### src/rtl/fetch_queue_unit_pkg.sv
// Shared widths, reset PC and payload types for the queued fetch front end.
package fetch_queue_unit_pkg;

    localparam int unsigned FETCH_TO_DEC_BUS_WD = 64;
    localparam int unsigned BR_BUS_WD           = 33;
    localparam int unsigned IBUF_ENTRY_WD       = 65;
    localparam logic [31:0] RESET_PC_DEFAULT    = 32'h1c000000;

    typedef struct packed {
        logic        taken;
        logic [31:0] target;
    } br_bus_t;

    typedef struct packed {
        logic        adef;
        logic [31:0] inst;
        logic [31:0] pc;
    } ibuf_entry_t;

    // Bits needed to hold a count in 0..n
    function automatic int unsigned cnt_width(input int unsigned n);
        return $clog2(n + 1);
    endfunction

endpackage

### src/rtl/fetch_queue_unit_sync_fifo.sv
// Small synchronous FIFO with flush; head is a combinational read of the oldest slot.
module fetch_sync_fifo #(
    parameter int unsigned WIDTH = 32,
    parameter int unsigned DEPTH = 2,
    localparam int unsigned CW   = $clog2(DEPTH + 1)
) (
    input  logic             clk,
    input  logic             reset,
    input  logic             push,
    input  logic [WIDTH-1:0] push_data,
    input  logic             pop,
    input  logic             flush,
    output logic [WIDTH-1:0] head_c,
    output logic [CW-1:0]    count
);

    localparam int unsigned PW = (DEPTH > 1) ? $clog2(DEPTH) : 1;

    logic [WIDTH-1:0] mem [DEPTH];
    logic [PW-1:0]    wr_ptr;
    logic [PW-1:0]    rd_ptr;
    logic             empty_c;
    logic             full_c;
    logic             do_push;
    logic             do_pop;

    function automatic logic [PW-1:0] ptr_inc(input logic [PW-1:0] p);
        return (32'(p) == DEPTH - 1) ? '0 : p + PW'(1);
    endfunction

    assign empty_c = (count == '0);
    assign full_c  = (count == CW'(DEPTH));
    assign do_pop  = pop & ~empty_c;
    // A push into a full FIFO is legal only when the head leaves in the same cycle
    assign do_push = push & (~full_c | do_pop);
    assign head_c  = mem[rd_ptr];

    always_ff @(posedge clk or posedge reset) begin
        if (reset) begin
            wr_ptr <= '0;
            rd_ptr <= '0;
            count  <= '0;
        end else if (flush) begin
            wr_ptr <= '0;
            rd_ptr <= '0;
            count  <= '0;
        end else begin
            if (do_push) wr_ptr <= ptr_inc(wr_ptr);
            if (do_pop)  rd_ptr <= ptr_inc(rd_ptr);
            case ({do_push, do_pop})
                2'b10:   count <= count + CW'(1);
                2'b01:   count <= count - CW'(1);
                default: count <= count;
            endcase
        end
    end

    always_ff @(posedge clk) begin
        if (do_push) mem[wr_ptr] <= push_data;
    end

endmodule

### src/rtl/fetch_queue_unit.sv
// Pre-IF/IF front end: multiple outstanding SRAM fetches feeding an instruction buffer,
// with count-based discard of stale responses after a redirect.
module fetch_queue_unit
    import fetch_queue_unit_pkg::*;
#(
    parameter logic [31:0] RESET_PC        = RESET_PC_DEFAULT,
    parameter int unsigned MAX_OUTSTANDING = 2,
    parameter int unsigned IBUF_DEPTH      = 4
) (
    input  logic                           clk,
    input  logic                           reset,
    input  logic [BR_BUS_WD-1:0]           branch_bus,
    input  logic                           csr_is_branch,
    input  logic [31:0]                    csr_pc_if,
    input  logic                           dec_allowin,
    output logic                           fetch_to_dec_valid,
    output logic [FETCH_TO_DEC_BUS_WD-1:0] fetch_to_decode_bus,
    output logic                           ADEF_to_ID,
    output logic                           inst_sram_req,
    output logic                           inst_sram_wr,
    output logic [1:0]                     inst_sram_size,
    output logic [3:0]                     inst_sram_wstrb,
    output logic [31:0]                    inst_sram_addr,
    output logic [31:0]                    inst_sram_wdata,
    input  logic                           inst_sram_addr_ok,
    input  logic                           inst_sram_data_ok,
    input  logic [31:0]                    inst_sram_rdata
);

    localparam int unsigned OW = cnt_width(MAX_OUTSTANDING);
    localparam int unsigned BW = cnt_width(IBUF_DEPTH);

    br_bus_t     br;
    logic        redirect;
    logic [31:0] target;
    logic [31:0] fetch_pc;
    logic        adef_halt;
    logic        misaligned;
    logic        credit_ok;
    logic        hs;
    logic [OW-1:0] inflight;
    logic [OW-1:0] inflight_nxt;
    logic [OW-1:0] cancel_cnt;
    logic [31:0] pc_head;
    logic [BW-1:0] ibuf_count;
    logic        ibuf_full;
    logic        ibuf_empty;
    logic        data_push;
    logic        adef_push;
    logic        ibuf_push;
    logic        ibuf_pop;
    ibuf_entry_t ibuf_in;
    ibuf_entry_t ibuf_head;

    assign br       = br_bus_t'(branch_bus);
    assign redirect = csr_is_branch | br.taken;
    assign target   = csr_is_branch ? csr_pc_if : br.target;

    assign misaligned = (fetch_pc[1:0] != 2'b00);
    // Credits count stale traffic too, so every returning response has a slot
    assign credit_ok  = (inflight < OW'(MAX_OUTSTANDING)) &&
                        ((32'(inflight) + 32'(ibuf_count)) < IBUF_DEPTH);

    assign inst_sram_req   = ~reset & ~redirect & ~adef_halt & ~misaligned & credit_ok;
    assign inst_sram_addr  = fetch_pc;
    assign inst_sram_wr    = 1'b0;
    assign inst_sram_size  = 2'b10;
    assign inst_sram_wstrb = 4'b0000;
    assign inst_sram_wdata = 32'h0;

    assign hs           = inst_sram_req & inst_sram_addr_ok;
    assign inflight_nxt = OW'(32'(inflight) + 32'(hs) - 32'(inst_sram_data_ok));

    assign ibuf_full  = (ibuf_count == BW'(IBUF_DEPTH));
    assign ibuf_empty = (ibuf_count == '0);
    assign data_push  = inst_sram_data_ok & (cancel_cnt == '0) & ~redirect;
    // Fault entry only once the bus holds nothing but stale traffic
    assign adef_push  = misaligned & ~adef_halt & ~redirect & ~ibuf_full & (inflight == cancel_cnt);
    assign ibuf_push  = data_push | adef_push;

    always_comb begin
        ibuf_in = '{adef: 1'b1, inst: 32'h0, pc: fetch_pc};
        if (data_push) ibuf_in = '{adef: 1'b0, inst: inst_sram_rdata, pc: pc_head};
    end

    assign fetch_to_dec_valid  = ~ibuf_empty & ~redirect;
    assign ibuf_pop            = fetch_to_dec_valid & dec_allowin;
    assign fetch_to_decode_bus = {ibuf_head.inst, ibuf_head.pc};
    assign ADEF_to_ID          = fetch_to_dec_valid & ibuf_head.adef;

    always_ff @(posedge clk or posedge reset) begin
        if (reset) begin
            fetch_pc   <= RESET_PC;
            cancel_cnt <= '0;
            adef_halt  <= 1'b0;
        end else if (redirect) begin
            fetch_pc   <= target;
            cancel_cnt <= inflight_nxt;
            adef_halt  <= 1'b0;
        end else begin
            if (hs) fetch_pc <= fetch_pc + 32'd4;
            if (inst_sram_data_ok && (cancel_cnt != '0)) cancel_cnt <= cancel_cnt - OW'(1);
            if (adef_push) adef_halt <= 1'b1;
        end
    end

    // PC tracker occupancy doubles as the in-flight request count
    fetch_sync_fifo #(
        .WIDTH (32),
        .DEPTH (MAX_OUTSTANDING)
    ) u_pc_fifo (
        .clk       (clk),
        .reset     (reset),
        .push      (hs),
        .push_data (fetch_pc),
        .pop       (inst_sram_data_ok),
        .flush     (1'b0),
        .head_c    (pc_head),
        .count     (inflight)
    );

    fetch_sync_fifo #(
        .WIDTH (IBUF_ENTRY_WD),
        .DEPTH (IBUF_DEPTH)
    ) u_ibuf (
        .clk       (clk),
        .reset     (reset),
        .push      (ibuf_push),
        .push_data (ibuf_in),
        .pop       (ibuf_pop),
        .flush     (redirect),
        .head_c    (ibuf_head),
        .count     (ibuf_count)
    );

    a_no_orphan_data_ok: assert property (@(posedge clk) disable iff (reset)
        !(inst_sram_data_ok && (inflight == '0)));

endmodule

### config.mk
export PLATFORM = sky130hd
export DESIGN_NAME = fetch_queue_unit
export DESIGN_NICKNAME = d
export VERILOG_FILES = /design/src/rtl/fetch_queue_unit_pkg.sv /design/src/rtl/fetch_queue_unit_sync_fifo.sv /design/src/rtl/fetch_queue_unit.sv
export SDC_FILE = /design/constraint.sdc
export NUM_CORES = 1
export LEC_CHECK = 0
export ABC_AREA = 1
export CAP_MARGIN = 20
export CORE_MARGIN = 2
export CORE_UTILIZATION = 40
export DETAILED_ROUTE_END_ITERATION = 12
export DONT_BUFFER_PORTS = 1
export GPL_ROUTABILITY_DRIVEN = 0
export MAX_ROUTING_LAYER = met4
export PLACE_DENSITY_LB_ADDON = 0.05
export SLEW_MARGIN = 20
export SYNTH_ARGS = -nofsm -noshare
export SYNTH_HDL_FRONTEND = slang
export SYNTH_SLANG_ARGS = --single-unit
### constraint.sdc
create_clock -name clk -period 9.36 [get_ports clk]
set_input_delay 0.936 -clock clk [delete_from_list [all_inputs] [get_ports clk]]
set_output_delay 0.936 -clock clk [all_outputs]
set_load 0.1 [all_outputs]
==> reports/metrics.yaml, run 1 <==
outcome:
  status: "finished clean"
timing:
  fin_crit_ps: 4460
  hold_viol_final: 0
  setup_violations: 0
  fmax_ghz: 0.224
  relSlewSlack_pct: 20.6
  grt_setup_unrepaired: "no"
  setup_slack_ps: 4900
  finClkSkew_ps: 22.5
  min_period_over_period_pct: 47.6
  finalSetupTns_ps: 0
  worst_slew_pin_slew_ps: 1190
  slew_violations: 0
synthesis:
  yosys_register_bits: 370
  synth_warnings: 0
  syn_avg_cell_area_um2: 10.7
  postSynthCellCount: 1529
  synth_top_family_by_area: "simple AND/OR/NAND/NOR gates"
  syn_area_um2: 16400
  synth_compound_area_share_pct: 10.7
  synth_mux_area_share_pct: 0
  synthXorXnorAreaFrac_pct: 0.535
  ys_seq_area_share_pct: 66.5
  synth_fa_ha_area_share_pct: 0.964
  yosysUniqueCellTypes: 39
  synth_simple_gate_area_share_pct: 15.1
route:
  ant_nets: 0
  drc: 0
  drt_iter0_markers: 613
  wirelength_um: 41000
  vias: 10800
  post_drt_wl_per_cell_um: 19.4
  viasPerCell: 5.13
  drt-pass1-iter-count: 5
min_path:
  worstHoldPathType: "in -> async"
setup_path:
  end_kind: "output port"
  timing.rr.end: "u_ibuf.mem[0][9]"
  r2r_setup_slack_ps: 5810
  crit_fanout: 107
  cp-startpoint: "u_ibuf.rd_ptr[0]"
  rr_startpoint: "cancel_cnt[0]"
  arrival_ps: 3520
  crit_path_end: "fetch_to_decode_bus[24]"
  critPathSlowestCell: "o22ai_2"
  path_cells: "clkinv_2 -> buf_6 -> o21ai_0 -> o22ai_2"
  worstPathRequired_ps: 8420
  path_class: "reg -> out"
  slowest_delay_ps: 900
  cp-start-kind: "register"
  r2r_cells: 7
floorplanning:
  coreArea_um2: 40600
  io_pins: 241
  die_y_um: 206
  dieArea_um2: 42500
  core.rowCount: 74
  die_w_um: 206
  start_util_pct: 40.3
job:
  maxCapViolations: 0
global_route:
  grt_pass1_vias: 10400
  grt-ovfl-total: 0
  gr-usage-all-layers_pct: 20.0
  grt_max_degree: 108
  antenna_found_initial: 0
  grt_pass1_wl_um: 62300
placement:
  dp_cells: 2026
  port_buffers: 0
  post-dp-hpwl_um: 24800
  dp_slack_ps: 5170
layout:
  final_layout_size_suffix_gt1_share_pct: 13.7
  area_delta_synth_final_pct: 14.6
  num_antenna_cells: 0
  instances_no_fill: 2106
  nets: 1657
clock_network:
  cts_buffers: 42
  cts.path.max_buffers: 3
  hold_buffers: 0
  clock_sinks: 370
  htreeDepth: 2
  cts-resized-gates: 0
  clk_pin_slew_worst_paths_ps: 60
  clkLatencyLatePin_ps: 560
  clockRootBuffer: "clkbuf_16"
  tritoncts: "yes"
  cts_setup_buffers: 0
power_and_ir_drop:
  leakage_uw: 0.00663
  power_uw: 4680
  irDropWorstVdd_uv: 96.4
  power_density_nw_per_um2: 250
==> worst min-delay path by stage <==
stage / end / cells after the start
after global placement: inst_sram_addr[23] / 2
after floorplan: cancel_cnt[0] / 2
final: u_pc_fifo.rd_ptr / 2
after global routing: u_pc_fifo.rd_ptr / 2
after detailed placement: cancel_cnt[0] / 2
after CTS: u_ibuf.count[0] / 2
==> cells in the mapped netlist <==
| cell type | count | share of area [%] |
|---|---|---|
| nand2_4 | 1 | 0.069 |
| a22oi_1 | 2 | 0.092 |
| nand3_2 | 3 | 0.18 |
| buf_6 | 7 | 0.48 |
| a31oi_1 | 38 | 1.5 |
| nand4_1 | 4 | 0.15 |
| clkinv_2 | 1 | 0.031 |
| nand3_4 | 1 | 0.11 |
| nor2_2 | 5 | 0.19 |
| xnor2_1 | 3 | 0.16 |
| a21oi_1 | 35 | 1.1 |
| a21o_1 | 2 | 0.092 |
| nor3_1 | 3 | 0.092 |
| o211ai_1 | 2 | 0.092 |
| buf_4 | 41 | 1.9 |
| buf_2 | 16 | 0.49 |
| clkbuf_1 | 50 | 1.1 |
| inv_2 | 2 | 0.046 |
| fa_1 | 1 | 0.12 |
| nand2_2 | 6 | 0.23 |
| nand2_1 | 201 | 4.6 |
| o21ai_2 | 1 | 0.054 |
| o21ai_0 | 163 | 5.0 |
| inv_1 | 88 | 2.0 |
| ha_1 | 11 | 0.84 |
| nor3_4 | 1 | 0.099 |
| nand3b_1 | 2 | 0.092 |
| xor2_1 | 7 | 0.37 |
| dfrtp_1 | 43 | 6.6 |
| o21ai_1 | 6 | 0.18 |
| conb_1 | 2 | 0.046 |
| nand3_1 | 40 | 1.2 |
| o22ai_1 | 69 | 2.6 |
| dfstp_2 | 3 | 0.48 |
| buf_1 | 3 | 0.069 |
| clkinv_1 | 1 | 0.023 |
| edfxtp_1 | 324 | 59 |
| nor2_4 | 4 | 0.28 |
| nor2_1 | 337 | 7.7 |
==> registers in the layout, indices dropped and copies added (netlist names) <==
signal / count
u_ibuf.wr_ptr: 2
u_ibuf.mem: 260
cancel_cnt: 2
u_pc_fifo.mem: 64
adef_halt: 1
inst_sram_addr: 32
u_pc_fifo.count: 2
u_ibuf.count: 3
u_ibuf.rd_ptr: 2
u_pc_fifo.rd_ptr: 1
u_pc_fifo.wr_ptr: 1
==> per-stage QoR <==
| stage | area (um^2) | hold slack (ps) | utilization, % |
|---|---|---|---|
| 6_report | 18700 | 430 | 46.2 |
| 5_1_grt | 18700 | 478 | 46.2 |
| 4_1_cts | 18700 | 455 | 46.0 |
| 3_5_place_dp | 17400 | 513 | 42.8 |
| 3_3_place_gp | 17200 | 506 | 42.5 |
| 2_1_floorplan | 16500 | 474 | - |
==> metal layers <==
metal	GRT usage, %	share of wire [%]	up-vias
met3	5.12	6.3	46
met4	4.54	1.7	0
met2	31.4	47	272
li1	-	-	5253
met5	-	0	-
met1	26.2	45	5238
==> worst max-delay path: cells and delay by family (launching register included) <==
kind,cells,cell delay (ps)
flip-flops,1,710
buffers and inverters,2,1020
AO/OA/AOI/OAI,2,1120
==> final cells by class <==
| class | instances | area (um^2) |
|---|---|---|
| clock inverter | 25 | 195 |
| tap | 532 | 666 |
| timing repair buffer | 49 | 480 |
| clock buffer | 51 | 1110 |
| multi-input combinational | 987 | 5050 |
| sequential | 370 | 10900 |
| inverter | 92 | 348 |
| fill | 3772 | 21800 |
==> cell usage in the layout, fill, tap and decap left out, types with 8 or more instances in the layout <==
cell	synthesis	layout
buf_4	41	39
inv_1	88	84
o21ai_0	163	163
nor2_1	337	331
o22ai_2	0	63
dfrtp_1	43	34
nor2_4	4	8
a31oi_1	38	38
dfrtp_2	0	8
clkbuf_16	0	43
ha_1	11	11
conb_1	2	39
clkbuf_1	50	10
clkinv_1	1	11
clkinv_2	1	12
edfxtp_1	324	324
nand2_1	201	201
nand3_1	40	40
a21oi_1	35	34
==> logic make-up after synthesis <==
kind of cell	count (synthesis)
AO/OA/AOI/OAI	318
XOR/XNOR	10
adder cells (fa/ha/maj)	12
buffers and inverters	209
flip-flops	370
other	2
AND/OR/NAND/NOR	608
==> where the power goes <==
part / switching, uW / leakage, uW / internal (uW)
clock network: 640 / 0.000645 / 922
logic: 875 / 0.00270 / 183
registers: 121 / 0.00329 / 1940
total: 1640 / 0.00663 / 3050
Power figures use the tool's default switching activity.
==> run 2, diff against run 1 <==
clock period = 4.4 ns   (was 9.36 ns; I/O delays follow)
==> run 2 against run 1 <==
Total power up 110%; critical path depth rose by 1; first-iteration DRC count rose by 2.1%; worst setup slack worse by 3600 ps; via count up 1.7%; sequential share of layout area decreased by 1.1 points; register-to-register slack got worse by 4200 ps; wire length is 0.89% lower; utilization rose by 0.87 points; flip-flop and latch count did not move; combinational power rose by 130%; global-route usage fell by 0.39 points.
==> reports/metrics.yaml, run 2 (same netlist as run 1, synthesis figures left out) <==
placement:
  post-dp-hpwl_um: 25000  # was 24800 um
  port_buffers: 0  # unchanged
outcome:
  status: "finished clean"  # unchanged
clock_network:
  tritoncts: "yes"  # unchanged
  clock_sinks: 370  # unchanged
  htreeDepth: 2  # unchanged
  clkLatencyLatePin_ps: 530  # was 560 ps
  hold_buffers: 0  # unchanged
  cts_buffers: 41  # was 42
  cts-resized-gates: 0  # unchanged
  cts.path.max_buffers: 3  # unchanged
  clk_pin_slew_worst_paths_ps: 60  # about the same
  cts_setup_buffers: 0  # unchanged
  clockRootBuffer: "clkbuf_16"  # unchanged
timing:
  relSlewSlack_pct: 24.1  # was 20.6%
  slew_violations: 0  # unchanged
  setup_violations: 0  # unchanged
  worst_slew_pin_slew_ps: 1140  # was 1190 ps
  fmax_ghz: 0.319
  fin_crit_ps: 3130
  finClkSkew_ps: 10.7  # was 22.5 ps
  finalSetupTns_ps: 0  # unchanged
  min_period_over_period_pct: 71.2
  grt_setup_unrepaired: "no"  # unchanged
  hold_viol_final: 0  # unchanged
power_and_ir_drop:
  power_density_nw_per_um2: 525  # was 250 nW/um^2
  p_int_uw: 6560  # was 3050 uW
  power.switching_uw: 3470  # was 1640 uW
  netSwitchingFraction_pct: 34.6  # was 34.9%
  seq_power_share_pct: 42.8  # was 44.0%
  power_uw: 10000  # was 4680 uW
  irDropWorstVdd_uv: 240  # was 96.4 uV
  combPwrFrac_pct: 24.3  # was 22.6%
  p_clk_share_pct: 32.9  # was 33.4%
  leakage_uw: 0.00688  # was 0.00663 uW
layout:
  nets: 1716  # was 1657
  num_antenna_cells: 0  # unchanged
  largest_reg_flops: 260  # unchanged
  regMostFlops: "u_ibuf.mem"  # unchanged
  final_layout_size_suffix_gt1_share_pct: 16.6  # was 13.7%
  final_cell_mix: "nor2_1, edfxtp_1, nand2_1"  # unchanged
  area_delta_synth_final_pct: 16.8  # was 14.6%
  final_common_cell: "nor2_1"  # unchanged
setup_path:
  cp-start-kind: "register"  # unchanged
  critPathBufInv: 3  # was 2
  cp.depth: 5  # was 4
  path_cells: "clkinv_2 -> buf_12 -> o21ai_0 -> a21oi_2 -> buf_4"  # was clkinv_2 -> buf_6 -> o21ai_0 -> o22ai_2
  slowest_delay_ps: 700  # was 900 ps
  arrival_ps: 2690  # was 3520 ps
  path_class: "reg -> out"  # unchanged
  worstPathRequired_ps: 3960  # was 8420 ps
  crit_fanout: 131  # was 107
  r2r_cells: 9  # was 7
  critPathSlowestCell: "dfrtp_4"  # was o22ai_2
  cp-startpoint: "u_ibuf.rd_ptr[0]"  # unchanged
  r2r_setup_slack_ps: 1580  # was 5810 ps
  rr_startpoint: "u_pc_fifo.count[1]"  # was cancel_cnt[0]
  crit_path_end: "ADEF_to_ID"  # was fetch_to_decode_bus[24]
  path_delay_family: "buffers and inverters"  # was compound AO/OA/AOI/OAI gates
  timing.rr.end: "inst_sram_addr[30]"  # was u_ibuf.mem[0][9]
  end_kind: "output port"  # unchanged
global_route:
  gr-usage-all-layers_pct: 19.6  # was 20.0%
  grt_max_degree: 132  # was 108
  grt_pass1_vias: 10600  # was 10400
  grt_pass1_wl_um: 62000  # was 62300 um
  grt-ovfl-total: 0  # unchanged
  antenna_found_initial: 0  # unchanged
floorplanning:
  start_util_pct: 40.3  # unchanged
  coreArea_um2: 40600  # unchanged
  die_y_um: 206  # unchanged
  die_w_um: 206  # unchanged
  core.rowCount: 74  # unchanged
  io_pins: 241  # unchanged
  dieArea_um2: 42500  # unchanged
min_path:
  worstHoldPathType: "in -> async"  # unchanged
route:
  drc: 0  # unchanged
  ant_nets: 0  # unchanged
  drt_iter0_markers: 626  # was 613
  vias: 11000  # was 10800
  post_drt_wl_per_cell_um: 18.8  # was 19.4 um
  wirelength_um: 40600  # was 41000 um
  viasPerCell: 5.08  # was 5.13
  drt-pass1-iter-count: 5  # unchanged
job:
  maxCapViolations: 0  # unchanged
-- run 2: cell types whose count changed in the layout (fill, tap and decap cells not counted), moves of 2 or more --
cell,delta
buf_16,-6
clkinv_1,-4
inv_6,+2
buf_12,+5
clkbuf_16,-2
buf_4,+65
dfrtp_1,+7
dfrtp_2,-7
-- run 2: area by class of cell --
cell class	instances	area, um^2
timing repair buffer	109	881
inverter	92	348
sequential	370	10900
clock buffer	51	1060
fill	3803	21500
tap	532	666
clock inverter	22	214
multi-input combinational	987	5040
-- run 2: routing by layer --
layer	vias to the layer above	share of wire (%)	global-route usage [%]
li1	5370	-	-
met1	5319	46	26.3
met2	260	47	30.8
met3	49	5.1	3.71
met4	0	1.9	5.13
met5	-	0	-
-- run 2: how the worst min path moves through the flow --
stage | startpoint | to | slack (ps) | cells past startpoint
5_1_grt | branch_bus[0] | inst_sram_addr[0] | 60 | 2
3_5_place_dp | inst_sram_addr[2] | u_pc_fifo.mem[0][2] | 490 | 0
2_1_floorplan | cancel_cnt[0] | cancel_cnt[0] | 470 | 2
6_report | reset | u_ibuf.wr_ptr[1] | 20 | 2
3_3_place_gp | inst_sram_addr[2] | u_pc_fifo.mem[1][2] | 480 | 0
4_1_cts | branch_bus[1] | inst_sram_addr[1] | 40 | 2
-- run 2: power by group through the flow --
stage          Clock, uW  Combinational (uW)  Sequential (uW)
2_1_floorplan          0                1650             4590
3_3_place_gp           0                2460             4360
3_5_place_dp           0                2470             4360
4_1_cts             3400                2470             4290
5_1_grt             3540                2610             4320
6_report            3300                2440             4290
-- run 2: metrics by stage --
| stage | cell area [um^2] | setup WS, ps | cells | hold WS [ps] | utilization [%] |
|---|---|---|---|---|---|
| after floorplan | 16500 | -401 | 1566 | 474 | - |
| after global placement | 17800 | 1540 | 2090 | 483 | 43.9 |
| after detailed placement | 17800 | 1510 | 2090 | 494 | 43.9 |
| after CTS | 19100 | 1230 | 2163 | 42.3 | 47.1 |
| after global routing | 19100 | 1100 | 2163 | 56.6 | 47.1 |
| final | 19100 | 1270 | 2163 | 15.1 | 47.1 |
==> run 3, diff against run 2 <==
ABC_AREA = 0   (was 1)
clock period = 2.6 ns   (was 4.4 ns; I/O delays follow)
==> run 3 against run 2 <==
Register-to-register slack worse by 1400 ps; global-route usage decreased by 0.48 points; largest power group unchanged; total power up 64%; area after synthesis is 5.1% lower; via count shrank 23%; design area down 2.3%; worst setup slack got worse by 1200 ps; cell count decreased by 25%; clock power is 71% higher; critical path type unchanged.
==> reports/metrics.yaml, run 3 <==
global_route:
  gr-usage-all-layers_pct: 19.2  # was 19.6%
  grt-ovfl-total: 0  # unchanged
  grt_pass1_wl_um: 56600  # was 62000 um
  grt_pass1_vias: 8992  # was 10600
  antenna_found_initial: 1  # was 0
  grt_max_degree: 40  # was 132
timing:
  fin_hold_ws_ps: 21.7  # was 15.1 ps
  hold_viol_final: 0  # unchanged
  relSlewSlack_pct: 40.2  # was 24.1%
  worst_slew_pin_slew_ps: 895  # was 1140 ps
  finClkSkew_ps: 13.7  # was 10.7 ps
  finalSetupTns_ps: 0  # unchanged
  grt_setup_unrepaired: "no"  # unchanged
  fin_crit_ps: 2480
  fmax_ghz: 0.403
  min_period_over_period_pct: 95.5
  setup_violations: 0  # unchanged
  slew_violations: 0  # unchanged
clock_network:
  cts_buffers: 40  # was 41
  tritoncts: "yes"  # unchanged
  clk_pin_slew_worst_paths_ps: 60  # about the same
  cts.path.max_buffers: 3  # unchanged
  clkLatencyLatePin_ps: 530  # about the same
  clockRootBuffer: "clkbuf_16"  # unchanged
  clock_sinks: 370  # unchanged
  htreeDepth: 2  # unchanged
job:
  maxCapViolations: 0  # unchanged
layout:
  area_delta_synth_final_pct: 20.1  # was 16.8%
  instances_no_fill: 1620  # was 2163
  final_common_cell: "edfxtp_1"  # was nor2_1
  largest_reg_flops: 260  # unchanged
  final_cell_mix: "edfxtp_1, buf_4, mux4_2, dlygate4sd3_1, nand2_1"  # was nor2_1, edfxtp_1, nand2_1
  fillers: 3310  # was 3803
  regMostFlops: "u_ibuf.mem"  # unchanged
  nets: 1186  # was 1716
  final_layout_size_suffix_gt1_share_pct: 21.8  # was 16.6%
  stdcell_area_um2: 18700  # was 19100 um^2
placement:
  port_buffers: 0  # unchanged
  dpl-instance-area_um2: 16600  # was 17800 um^2
  post-dp-hpwl_um: 25300  # was 25000 um
  dp_cells: 1473  # was 2090
route:
  post_drt_wl_per_cell_um: 23.1  # was 18.8 um
  wirelength_um: 37400  # was 40600 um
  drc: 0  # unchanged
  viasPerCell: 5.23  # was 5.08
  drt-pass1-iter-count: 5  # unchanged
  ant_nets: 0  # unchanged
  vias: 8469  # was 11000
  drt_iter0_markers: 465  # was 626
setup_path:
  worstPathRequired_ps: 2340  # was 3960 ps
  cp-start-kind: "register"  # unchanged
  crit_fanout: 14  # was 131
  arrival_ps: 2220  # was 2690 ps
  r2r_setup_slack_ps: 160  # was 1580 ps
  end_kind: "output port"  # unchanged
  path_class: "reg -> out"  # unchanged
synthesis:
  yosys_most_used_dff: "edfxtp_1"  # unchanged
  synth_edf_count: 324  # unchanged
  syn_area_um2: 15500  # was 16400 um^2
  synth_top_family_by_area: "multiplexers"  # was simple AND/OR/NAND/NOR gates
  synthXorXnorAreaFrac_pct: 1.52  # was 0.535%
  synth_async_sr_flop_share_pct: 12.4  # unchanged
  yosys.area.top_type_share_pct: 62.7  # was 59.5%
  syn_avg_cell_area_um2: 16.6  # was 10.7 um^2
  synth_compound_area_share_pct: 5.24  # was 10.7%
  ys_seq_area_share_pct: 70.1  # was 66.5%
  netlist_top_cells_area: "edfxtp_1, mux4_2, dfrtp_1"  # was edfxtp_1, nor2_1, dfrtp_1
  yosysUniqueCellTypes: 59  # was 39
  synth_simple_gate_area_share_pct: 6.54  # was 15.1%
  yosys-top-cells-count: "edfxtp_1, mux4_2, nand2_1"  # was nor2_1, edfxtp_1, nand2_1
  yosysTopAreaCell: "edfxtp_1"  # unchanged
  synth_mux_area_share_pct: 11.9  # was 0%
  synth_warnings: 0  # unchanged
  yosys_register_bits: 370  # unchanged
  synth.most_common_cell: "edfxtp_1"  # was nor2_1
  postSynthCellCount: 936  # was 1529
  synth_fa_ha_area_share_pct: 1.02  # was 0.964%
power_and_ir_drop:
  leakage_uw: 0.00654  # was 0.00688 uW
  power_density_nw_per_um2: 884  # was 525 nW/um^2
  power_uw: 16500  # was 10000 uW
  irDropWorstVdd_uv: 385  # was 240 uV
outcome:
  status: "finished clean"  # unchanged
floorplanning:
  core.rowCount: 72  # was 74
  start_util_pct: 40.4  # was 40.3%
  io_pins: 241  # unchanged
  coreArea_um2: 38500  # was 40600 um^2
  die_y_um: 201  # was 206 um
  dieArea_um2: 40400  # was 42500 um^2
  die_w_um: 201  # was 206 um
min_path:
  worstHoldPathType: "in -> reg"  # was in -> async
run 3: cell count changes in the layout (fill, tap and decap cells not counted), moves of 65 or more:
cell	previous run	this run
dlygate4sd3_1	0	65
inv_1	85	12
mux4_2	0	65
nand2_1	201	57
nor2_1	331	13
o21ai_0	163	46
run 3: path summary, 6_finish.rpt:
kind                                     from                endpoint  depth (start not counted)
max                          u_ibuf.rd_ptr[0]  fetch_to_decode_bus[8]                          2
min                        inst_sram_rdata[5]       u_ibuf.mem[1][37]                          1
max reg2reg                         adef_halt       u_ibuf.mem[2][52]                          6
min reg2reg                         adef_halt               adef_halt                          2
max in group asynchronous               reset      inst_sram_addr[26]                          3
min in group asynchronous               reset      inst_sram_addr[11]                          2
run 3: cells by family (layout without fill, tap and decap cells):
| logic type | Yosys count | after routing |
|---|---|---|
| multiplexers | 104 | 104 |
| AO/OA/AOI/OAI | 132 | 132 |
| flip-flops | 370 | 370 |
| buffers and inverters | 105 | 233 |
| other | 2 | 40 |
| adder cells (fa/ha/maj) | 12 | 12 |
| AND/OR/NAND/NOR | 184 | 184 |
| XOR/XNOR | 27 | 27 |
run 3: stage by stage:
step | utilization (%) | setup slack [ps]
global placement | 43.1 | 137
global route | 48.5 | 12.6
detailed placement | 43.1 | 79.1
floorplan | - | 1.83
CTS | 48.3 | 39.6
finish | 48.5 | 117
run 3: repair_timing:
item,in CTS,in global routing
resized for setup,0,8
endpoints found under the setup margin,1,193
hold buffers,66,0
hold endpoints to repair,127,0
setup buffers,1,7
pin swaps,0,4
run 3: report_power, final:
part	internal, uW	switching (uW)
combinational	872	2860
sequential	6930	191
clock	3390	2240
run 3: metal layers:
layer  track usage [%]  routed length [um]
met1              25.0               16100
met3              3.78                2220
met2              31.2               18400
met5                 -                   0
met4              4.44                 637
run 3: layout make-up:
type | count | area [um^2] | area share (%)
Sequential cell | 370 | 10900 | 58.4
Multi-Input combinational cell | 498 | 4290 | 23.0
Timing Repair Buffer | 146 | 1440 | 7.71
Clock buffer | 47 | 1050 | 5.62
Tap cell | 518 | 648 | 3.47
Clock inverter | 25 | 265 | 1.42
Inverter | 15 | 56.3 | 0.302
Antenna cell | 1 | 2.50 | 0.0134
run 3: critical path, cell delays in order, from the launching register on:
cell	delay [ps]
dfrtp_4	500
buf_4	320
mux4_2	850
